**src/rtl/impl_mem_port_arbiter_if.sv**
```systemverilog
// OBI-style request/response bundle between one requester (core LSU or program
// loader) and the RAM port B arbiter.
interface impl_mem_port_arbiter_if #(
   parameter int unsigned ADDR_WIDTH = 22
);
   logic                  req;
   logic                  gnt;
   logic [ADDR_WIDTH-1:0] addr;
   logic                  we;
   logic [3:0]            be;
   logic [31:0]           wdata;
   logic                  rvalid;
   logic [31:0]           rdata;
   logic                  err;

   modport master (
      output req, addr, we, be, wdata,
      input  gnt, rvalid, rdata, err
   );

   modport slave (
      input  req, addr, we, be, wdata,
      output gnt, rvalid, rdata, err
   );
endinterface

```
**src/rtl/impl_mem_port_arbiter.sv**
```systemverilog
// Round-robin arbiter sharing RAM port B between the core data port and the
// program loader; 1-cycle response latency, out-of-range accesses flagged as errors.
module impl_mem_port_arbiter #(
   parameter int unsigned ADDR_WIDTH = 22,
   parameter int unsigned MEM_AW     = 17
) (
   input  logic                   clk_i,
   input  logic                   rst_i,
   input  logic                   lock_i,
   impl_mem_port_arbiter_if.slave c_bus,
   impl_mem_port_arbiter_if.slave l_bus,
   output logic                   ram_en_o,
   output logic [ADDR_WIDTH-1:0]  ram_addr_o,
   output logic                   ram_we_o,
   output logic [3:0]             ram_be_o,
   output logic [31:0]            ram_wdata_o,
   input  logic [31:0]            ram_rdata_i
);
   localparam logic [ADDR_WIDTH-1:0] WORD_MASK = ~ADDR_WIDTH'(3);

   typedef enum logic {SIDE_CORE, SIDE_LOADER} side_e;

   side_e                 rr_q;
   side_e                 owner_q;
   logic                  pend_q;
   logic                  read_q;
   logic                  err_q;

   logic                  gnt_c;
   logic                  gnt_l;
   logic                  any_gnt;
   logic                  oor;
   logic                  c_valid;
   logic                  l_valid;
   logic [ADDR_WIDTH-1:0] sel_addr;
   logic                  sel_we;

   always_comb begin
      gnt_c = 1'b0;
      gnt_l = 1'b0;
      if (!rst_i) begin
         if (lock_i) begin
            gnt_l = l_bus.req;
         end else if (c_bus.req && l_bus.req) begin
            gnt_c = (rr_q == SIDE_CORE);
            gnt_l = (rr_q == SIDE_LOADER);
         end else begin
            gnt_c = c_bus.req;
            gnt_l = l_bus.req;
         end
      end
   end

   assign any_gnt   = gnt_c | gnt_l;
   assign c_bus.gnt = gnt_c;
   assign l_bus.gnt = gnt_l;

   assign sel_addr    = gnt_l ? l_bus.addr  : c_bus.addr;
   assign sel_we      = gnt_l ? l_bus.we    : c_bus.we;
   assign ram_be_o    = gnt_l ? l_bus.be    : c_bus.be;
   assign ram_wdata_o = gnt_l ? l_bus.wdata : c_bus.wdata;

   // Any address bit above the RAM window marks the access out of range.
   assign oor        = |sel_addr[ADDR_WIDTH-1:MEM_AW];
   assign ram_en_o   = any_gnt & ~oor;
   assign ram_we_o   = ram_en_o & sel_we;
   assign ram_addr_o = sel_addr & WORD_MASK;

   always_ff @(posedge clk_i) begin
      if (rst_i) begin
         rr_q    <= SIDE_CORE;
         owner_q <= SIDE_CORE;
         pend_q  <= 1'b0;
         read_q  <= 1'b0;
         err_q   <= 1'b0;
      end else begin
         if (lock_i)      rr_q <= SIDE_CORE;
         else if (gnt_c)  rr_q <= SIDE_LOADER;
         else if (gnt_l)  rr_q <= SIDE_CORE;

         pend_q <= any_gnt;
         if (any_gnt) owner_q <= gnt_l ? SIDE_LOADER : SIDE_CORE;
         read_q <= any_gnt & ~oor & ~sel_we;
         err_q  <= any_gnt & oor;
      end
   end

   // Reset asserted in the response cycle suppresses that response immediately.
   assign c_valid = pend_q & ~rst_i & (owner_q == SIDE_CORE);
   assign l_valid = pend_q & ~rst_i & (owner_q == SIDE_LOADER);

   assign c_bus.rvalid = c_valid;
   assign c_bus.err    = c_valid & err_q;
   assign c_bus.rdata  = (c_valid & read_q) ? ram_rdata_i : '0;

   assign l_bus.rvalid = l_valid;
   assign l_bus.err    = l_valid & err_q;
   assign l_bus.rdata  = (l_valid & read_q) ? ram_rdata_i : '0;
endmodule

```
**src/flat_wrapper.sv**
```systemverilog
// flat-port wrapper written by rule: the top's interface ports become plain ports
module impl_mem_port_arbiter_flat 
#(
   parameter int unsigned ADDR_WIDTH = 22,
   parameter int unsigned MEM_AW     = 17
)
  (clk_i, rst_i, lock_i, ram_en_o, ram_addr_o, ram_we_o, ram_be_o, ram_wdata_o, ram_rdata_i, c_bus_req, c_bus_addr, c_bus_we, c_bus_be, c_bus_wdata, c_bus_gnt, c_bus_rvalid, c_bus_rdata, c_bus_err, l_bus_req, l_bus_addr, l_bus_we, l_bus_be, l_bus_wdata, l_bus_gnt, l_bus_rvalid, l_bus_rdata, l_bus_err);
  impl_mem_port_arbiter_if #(.ADDR_WIDTH(ADDR_WIDTH)) c_bus_i ();
  impl_mem_port_arbiter_if #(.ADDR_WIDTH(ADDR_WIDTH)) l_bus_i ();
  input  logic clk_i;
  input  logic rst_i;
  input  logic lock_i;
  output logic ram_en_o;
  output logic [ADDR_WIDTH-1:0] ram_addr_o;
  output logic ram_we_o;
  output logic [3:0] ram_be_o;
  output logic [31:0] ram_wdata_o;
  input  logic [31:0] ram_rdata_i;
  input wire logic [$bits(c_bus_i.req)-1:0] c_bus_req;
  input wire logic [$bits(c_bus_i.addr)-1:0] c_bus_addr;
  input wire logic [$bits(c_bus_i.we)-1:0] c_bus_we;
  input wire logic [$bits(c_bus_i.be)-1:0] c_bus_be;
  input wire logic [$bits(c_bus_i.wdata)-1:0] c_bus_wdata;
  output wire logic [$bits(c_bus_i.gnt)-1:0] c_bus_gnt;
  output wire logic [$bits(c_bus_i.rvalid)-1:0] c_bus_rvalid;
  output wire logic [$bits(c_bus_i.rdata)-1:0] c_bus_rdata;
  output wire logic [$bits(c_bus_i.err)-1:0] c_bus_err;
  input wire logic [$bits(l_bus_i.req)-1:0] l_bus_req;
  input wire logic [$bits(l_bus_i.addr)-1:0] l_bus_addr;
  input wire logic [$bits(l_bus_i.we)-1:0] l_bus_we;
  input wire logic [$bits(l_bus_i.be)-1:0] l_bus_be;
  input wire logic [$bits(l_bus_i.wdata)-1:0] l_bus_wdata;
  output wire logic [$bits(l_bus_i.gnt)-1:0] l_bus_gnt;
  output wire logic [$bits(l_bus_i.rvalid)-1:0] l_bus_rvalid;
  output wire logic [$bits(l_bus_i.rdata)-1:0] l_bus_rdata;
  output wire logic [$bits(l_bus_i.err)-1:0] l_bus_err;
  assign c_bus_i.req = c_bus_req;
  assign c_bus_i.addr = c_bus_addr;
  assign c_bus_i.we = c_bus_we;
  assign c_bus_i.be = c_bus_be;
  assign c_bus_i.wdata = c_bus_wdata;
  assign c_bus_gnt = c_bus_i.gnt;
  assign c_bus_rvalid = c_bus_i.rvalid;
  assign c_bus_rdata = c_bus_i.rdata;
  assign c_bus_err = c_bus_i.err;
  assign l_bus_i.req = l_bus_req;
  assign l_bus_i.addr = l_bus_addr;
  assign l_bus_i.we = l_bus_we;
  assign l_bus_i.be = l_bus_be;
  assign l_bus_i.wdata = l_bus_wdata;
  assign l_bus_gnt = l_bus_i.gnt;
  assign l_bus_rvalid = l_bus_i.rvalid;
  assign l_bus_rdata = l_bus_i.rdata;
  assign l_bus_err = l_bus_i.err;
  impl_mem_port_arbiter #(.ADDR_WIDTH(ADDR_WIDTH), .MEM_AW(MEM_AW)) u_core (.clk_i(clk_i), .rst_i(rst_i), .lock_i(lock_i), .c_bus(c_bus_i), .l_bus(l_bus_i), .ram_en_o(ram_en_o), .ram_addr_o(ram_addr_o), .ram_we_o(ram_we_o), .ram_be_o(ram_be_o), .ram_wdata_o(ram_wdata_o), .ram_rdata_i(ram_rdata_i));
endmodule
```
**config.mk**
```make
export PLATFORM = sky130hd
export DESIGN_NAME = impl_mem_port_arbiter_flat
export DESIGN_NICKNAME = d
export VERILOG_FILES = /design/src/rtl/impl_mem_port_arbiter_if.sv /design/src/rtl/impl_mem_port_arbiter.sv /design/src/flat_wrapper.sv
export SDC_FILE = /design/constraint.sdc
export NUM_CORES = 1
export LEC_CHECK = 0
export CORE_AREA = 2 2 112 114
export CTS_CLUSTER_SIZE = 20
export DETAILED_ROUTE_END_ITERATION = 10
export DIE_AREA = 0 0 114 116
export PLACE_DENSITY = 0.52
export SYNTH_ARGS = -nofsm -noshare
export SYNTH_HDL_FRONTEND = slang
export SYNTH_SLANG_ARGS = --single-unit
export TNS_END_PERCENT = 50
```
**constraint.sdc**
```tcl
create_clock -name clk_i -period 3.51 [get_ports clk_i]
set_input_delay 1.053 -clock clk_i [delete_from_list [all_inputs] [get_ports clk_i]]
set_output_delay 1.053 -clock clk_i [all_outputs]
set_load 0.1 [all_outputs]
```
Word level (Yosys, flattened, before mapping)
Cells that the tools add are included.
{"block": "word_totals", "elab_cells": 41, "reg_bits": 5}
{"block": "op_classes", "reduce_logical": 4, "bitwise": 17, "muxes": 15}
{"op": "$mux 32", "n": 3}
{"op": "$mux 22", "n": 1}
{"op": "$and 1x1->1", "n": 11}
{"op": "$mux 1", "n": 10}
{"op": "$not 1->1", "n": 5}
{"op": "$reduce_or 5->1", "n": 1}
{"op": "$mux 4", "n": 1}
{"op": "$reduce_bool 2->1", "n": 1}
{"op": "$reduce_or 2->1", "n": 1}
{"op": "$logic_and 1x1->1", "n": 1}
{"op": "$or 1x1->1", "n": 1}

Logic depth before layout (Yosys ltp)
{"block": "logic_depth", "depth_word": 9, "depth_mapped": 5, "depth_no_buf": 4}

Worst setup path after synthesis
No wires, ideal clock.
{"block": "synth_timing", "path_kind": "input to output", "start": "in rst_i", "end": "out c_bus_gnt", "slack_ps": -1066, "arrival_time_ps": 3523, "required_time_ps": 2457, "stages": 2, "path_cell_list": "buf_2 -> a211oi_1"}
{"block": "synth_via", "elab_chain_len": 1}
{"element": "start: declaration", "line": "flat_wrapper.sv:11", "source": "input logic rst_i;"}
{"element": "$mux 1", "line": "impl_mem_port_arbiter.sv:41", "source": "if (!rst_i) begin"}
{"element": "end: declaration", "line": "flat_wrapper.sv:24", "source": "output wire logic [$bits(c_bus_i.gnt)-1:0] c_bus_gnt;"}
No other way between the ends.

Worst setup path after layout
{"block": "layout_timing", "start": "in lock_i", "end": "out ram_wdata_o[0]"}
{"block": "layout_via", "elab_chain_len": 3}
{"element": "start: declaration", "line": "flat_wrapper.sv:12", "source": "input logic lock_i;"}
{"element": "$mux 1", "line": "impl_mem_port_arbiter.sv:42", "source": "if (lock_i) begin"}
{"element": "$mux 1", "line": "impl_mem_port_arbiter.sv:41"}
{"element": "$mux 32", "line": "impl_mem_port_arbiter.sv:61", "source": "assign ram_wdata_o = gnt_l ? l_bus.wdata : c_bus.wdata;"}
{"element": "end: declaration", "line": "flat_wrapper.sv:17", "source": "output logic [31:0] ram_wdata_o;"}
No other way between the ends.

==> flow_summary_export.csv <==
group,metric,value,unit
hold_path,min_path_type,"reg2reg",
synthesis,ys_seq_area_share,6.885,%
clock_network,cts_buffer_depth,2,
layout,final.fill_count,1013,
critical_path,critPathMaxFanout,5,
detailed_routing,post_drt_via_cell_ratio,3.997,
clock_network,clock-sinks,5,
sta,setup_viol,0,
global_routing,antenna_found_initial,0,
sta,timing.fmax,288.2,MHz
critical_path,ff2ff_path_depth,8,
detailed_routing,wire_per_inst,15.90,µm
power,p_per_area,199.5,nW/µm²
die,rows,40,
critical_path,crit_type,"in2out",
sta,fin_hold_ws,622.5,ps
critical_path,crit_path_start_kind,"input port",
critical_path,cp_cell_sequence,"buf_8 -> nor3b_4 -> nor3_4 -> buf_6 -> buf_8 -> buf_12 -> buf_16 -> mux2_4 -> buf_12",
place,post-place-cells,600,
sta,finalCritPeriodShare,98.85,%
die,core-area,11910,µm²
detailed_routing,drt_iter0_drc,50,
synthesis,synth.distinct_cells,25,
clock_network,clkTransAtPathRegs,30,ps
synthesis,synth_area,1454,µm²
critical_path,r2r_setup_slack,1850,ps
detailed_routing,drt_first_pass_iters,3,
critical_path,cp_num_buf_inv,6,
power,seqPwrFrac,5.0,%
clock_network,clkLatencyLatePin,230,ps
critical_path,slowest_delay,310,ps
die,chipHeight,116,µm
layout,final_cell_mix,"138 x clkdlybuf4s50_1, 134 x buf_12, 37 x mux2_4, 34 x and2_1, 31 x and2_2",
power,clkPwrFrac,14.5,%
synthesis,synthCells,174,
place,port_buffers,278,
critical_path,required,2460,ps
sta,rsz0062_at_grt,"true",
global_routing,grt_pass1_vias,2703,
clock_network,tritoncts,"done",
layout,drive_gt1_share,57.93,%
global_routing,grt_first_pass_wirelength,14640,µm
detailed_routing,drt_wl_total,9857,µm
critical_path,r2r_end,"u_core.err_q",
critical_path,crit_path_start,"lock_i",
critical_path,crit_end,"ram_wdata_o[0]",
die,die_w,114,µm
die,start_util,12.21,%
synthesis,ys_ff_latch,5,
layout,syn_to_final_growth,340.0,%
clock_network,root_buffer,"clkbuf_16",
layout,layout_commonest_cell,"clkdlybuf4s50_1",
sta,skew,1.704,ps
place,dp_hpwl,8372,µm
die,dieArea,13220,µm²
critical_path,worstSetupPathDepth,9,
global_routing,grt_start_max_net_pins,33,
layout,antennaDiodeCount,0,
sta,hold_viol_final,0,
power,p_leak,2.662,nW
global_routing,gr-total-overflow,0,
layout,ff_latch_area,100.1,µm²
clock_network,cts_made_buffers,3,
outcome,status,"finished, final reports clean",
sta,maxSlewViolCount,0,
global_routing,grt_use_total,14.22,%
critical_path,critPathTopFamily,"buffers and inverters",
die,io_pins,285,
critical_path,rr_startpoint,"u_core.rr_q",
power,power.internal,0.6823,mW
power,p_switching,0.5938,mW
layout,fin_cells,620,
layout,nets,629,
critical_path,slowest_stage,"mux2_4",
power,ir_worst_vdd,0.1399,mV
flow_run,maxCapViolCount,0,
synthesis,yosys_warnings,0,
place,place.gp.congestion,0.7942,
detailed_routing,num_vias,2478,
critical_path,arrival,2420,ps
detailed_routing,drc,0,
layout,multiInputGateArea,1501,µm²
detailed_routing,drtAntennaViolNets,0,
sta,fin_crit,3470,ps
power,p_comb_share,80.5,%
synthesis,avgSynthCellArea,8.356,µm²
power,p_sw_share,46.53,%
critical_path,endpoint_kind,"output pin",
clock_network,h-tree-depth,1,
[synthesized netlist by cell type]
master     n  area [µm²]
a211oi_1   1       7.510
a21o_1     1       7.510
a21oi_1    1       5.000
and2_1    65       406.6
buf_2      1       5.000
buf_4      2       15.01
buf_6      6       67.56
clkbuf_1   6       22.52
conb_1     1       3.750
dfxtp_1    5       100.1
inv_1      3       11.26
mux2_1     5       56.30
mux2_2    52       585.6
mux2i_1    2       20.02
nand2_1    2       7.510
nand2b_1   2       12.51
nand3_1    1       5.000
nand3b_1   1       7.510
nor2_1     7       26.28
nor3_1     4       20.02
nor3_2     1       10.01
nor3_4     1       16.27
nor3b_2    1       12.51
o21bai_1   1       7.510
or4_1      2       15.01
[what timing repair did]
item                                    in CTS  in global routing
hold buffers                                 0                  0
pin swaps                                    9                  7
gates resized for setup                    102                  8
buffers inserted                             8                  1
cloned                                       7                  0
endpoints found under the setup margin     123                 49
[sequential cells by signal, indices dropped and copies added, names as in the netlist]
name and cells:
u_core.owner_q 1, u_core.err_q 1, u_core.read_q 1, u_core.rr_q 1
u_core.pend_q 1
[worst min-delay path by stage]
stage | to | start | slack, ps | cells past startpoint
4_1_cts | u_core.rr_q | u_core.rr_q | 610 | 2
6_report | u_core.rr_q | u_core.rr_q | 620 | 2
3_5_place_dp | u_core.rr_q | u_core.rr_q | 600 | 2
3_3_place_gp | u_core.rr_q | u_core.rr_q | 590 | 2
2_1_floorplan | u_core.rr_q | u_core.rr_q | 560 | 2
5_1_grt | u_core.rr_q | u_core.rr_q | 670 | 2
[kinds of logic after synthesis]
| logic type | share of synthesized area [%] |
|---|---|
| AO/OA/AOI/OAI | 1.894 |
| AND/OR/NAND/NOR | 37.09 |
| flip-flops | 6.885 |
| other | 0.2579 |
| buffers and inverters | 8.347 |
| multiplexers | 45.52 |
[power groups by stage]
stage	sequential [mW]	combinational, mW	clock (mW)
finish	0.0637	1.03	0.185
global route	0.0640	1.06	0.193
CTS	0.0637	1.03	0.189
detailed placement	0.0641	0.955	0
global placement	0.0641	0.949	0
floorplan	0.0634	0.513	0
[cell type report]
type	count	share of cell area (%)
multi-input cells	152	23.47
repair buffers	309	70.68
clock buffers	4	1.232
flip-flops and latches	5	1.565
inverters	3	0.1760
well taps	147	2.875
[per-layer routing]
| layer | wire length [µm] | track usage [%] | vias up | part of all wire [%] |
|---|---|---|---|---|
| met2 | 5494 | 28.77 | 172 | 56 |
| met4 | 103 | 3.089 | 0 | 1.0 |
| met3 | 970 | 3.713 | 6 | 9.8 |
| li1 | - | - | 1189 | - |
| met5 | 0 | 0 | - | 0 |
| met1 | 3288 | 14.53 | 1111 | 33 |
[worst min-delay path, delay by kind of cell, from the launching register on]
kind             cells  cell delay (ps)
and+or+nand+nor      1               50
DFF                  1              350
muxes                1              160
[metrics by stage]
step	util, %	instance area, µm²	worst slack (ps)	TNS (ps)	total power, mW
5_1_grt	53.71	6397	-33.38	-497.8	1.313
4_1_cts	53.60	6385	3.220	0	1.286
2_1_floorplan	-	1559	-770.8	-2400	0.5768
3_3_place_gp	48.97	5833	-336.8	-23380	1.013
6_report	53.71	6397	40.37	0	1.276
3_5_place_dp	48.97	5833	-346.8	-23070	1.019
Power figures use the tool's default switching activity.
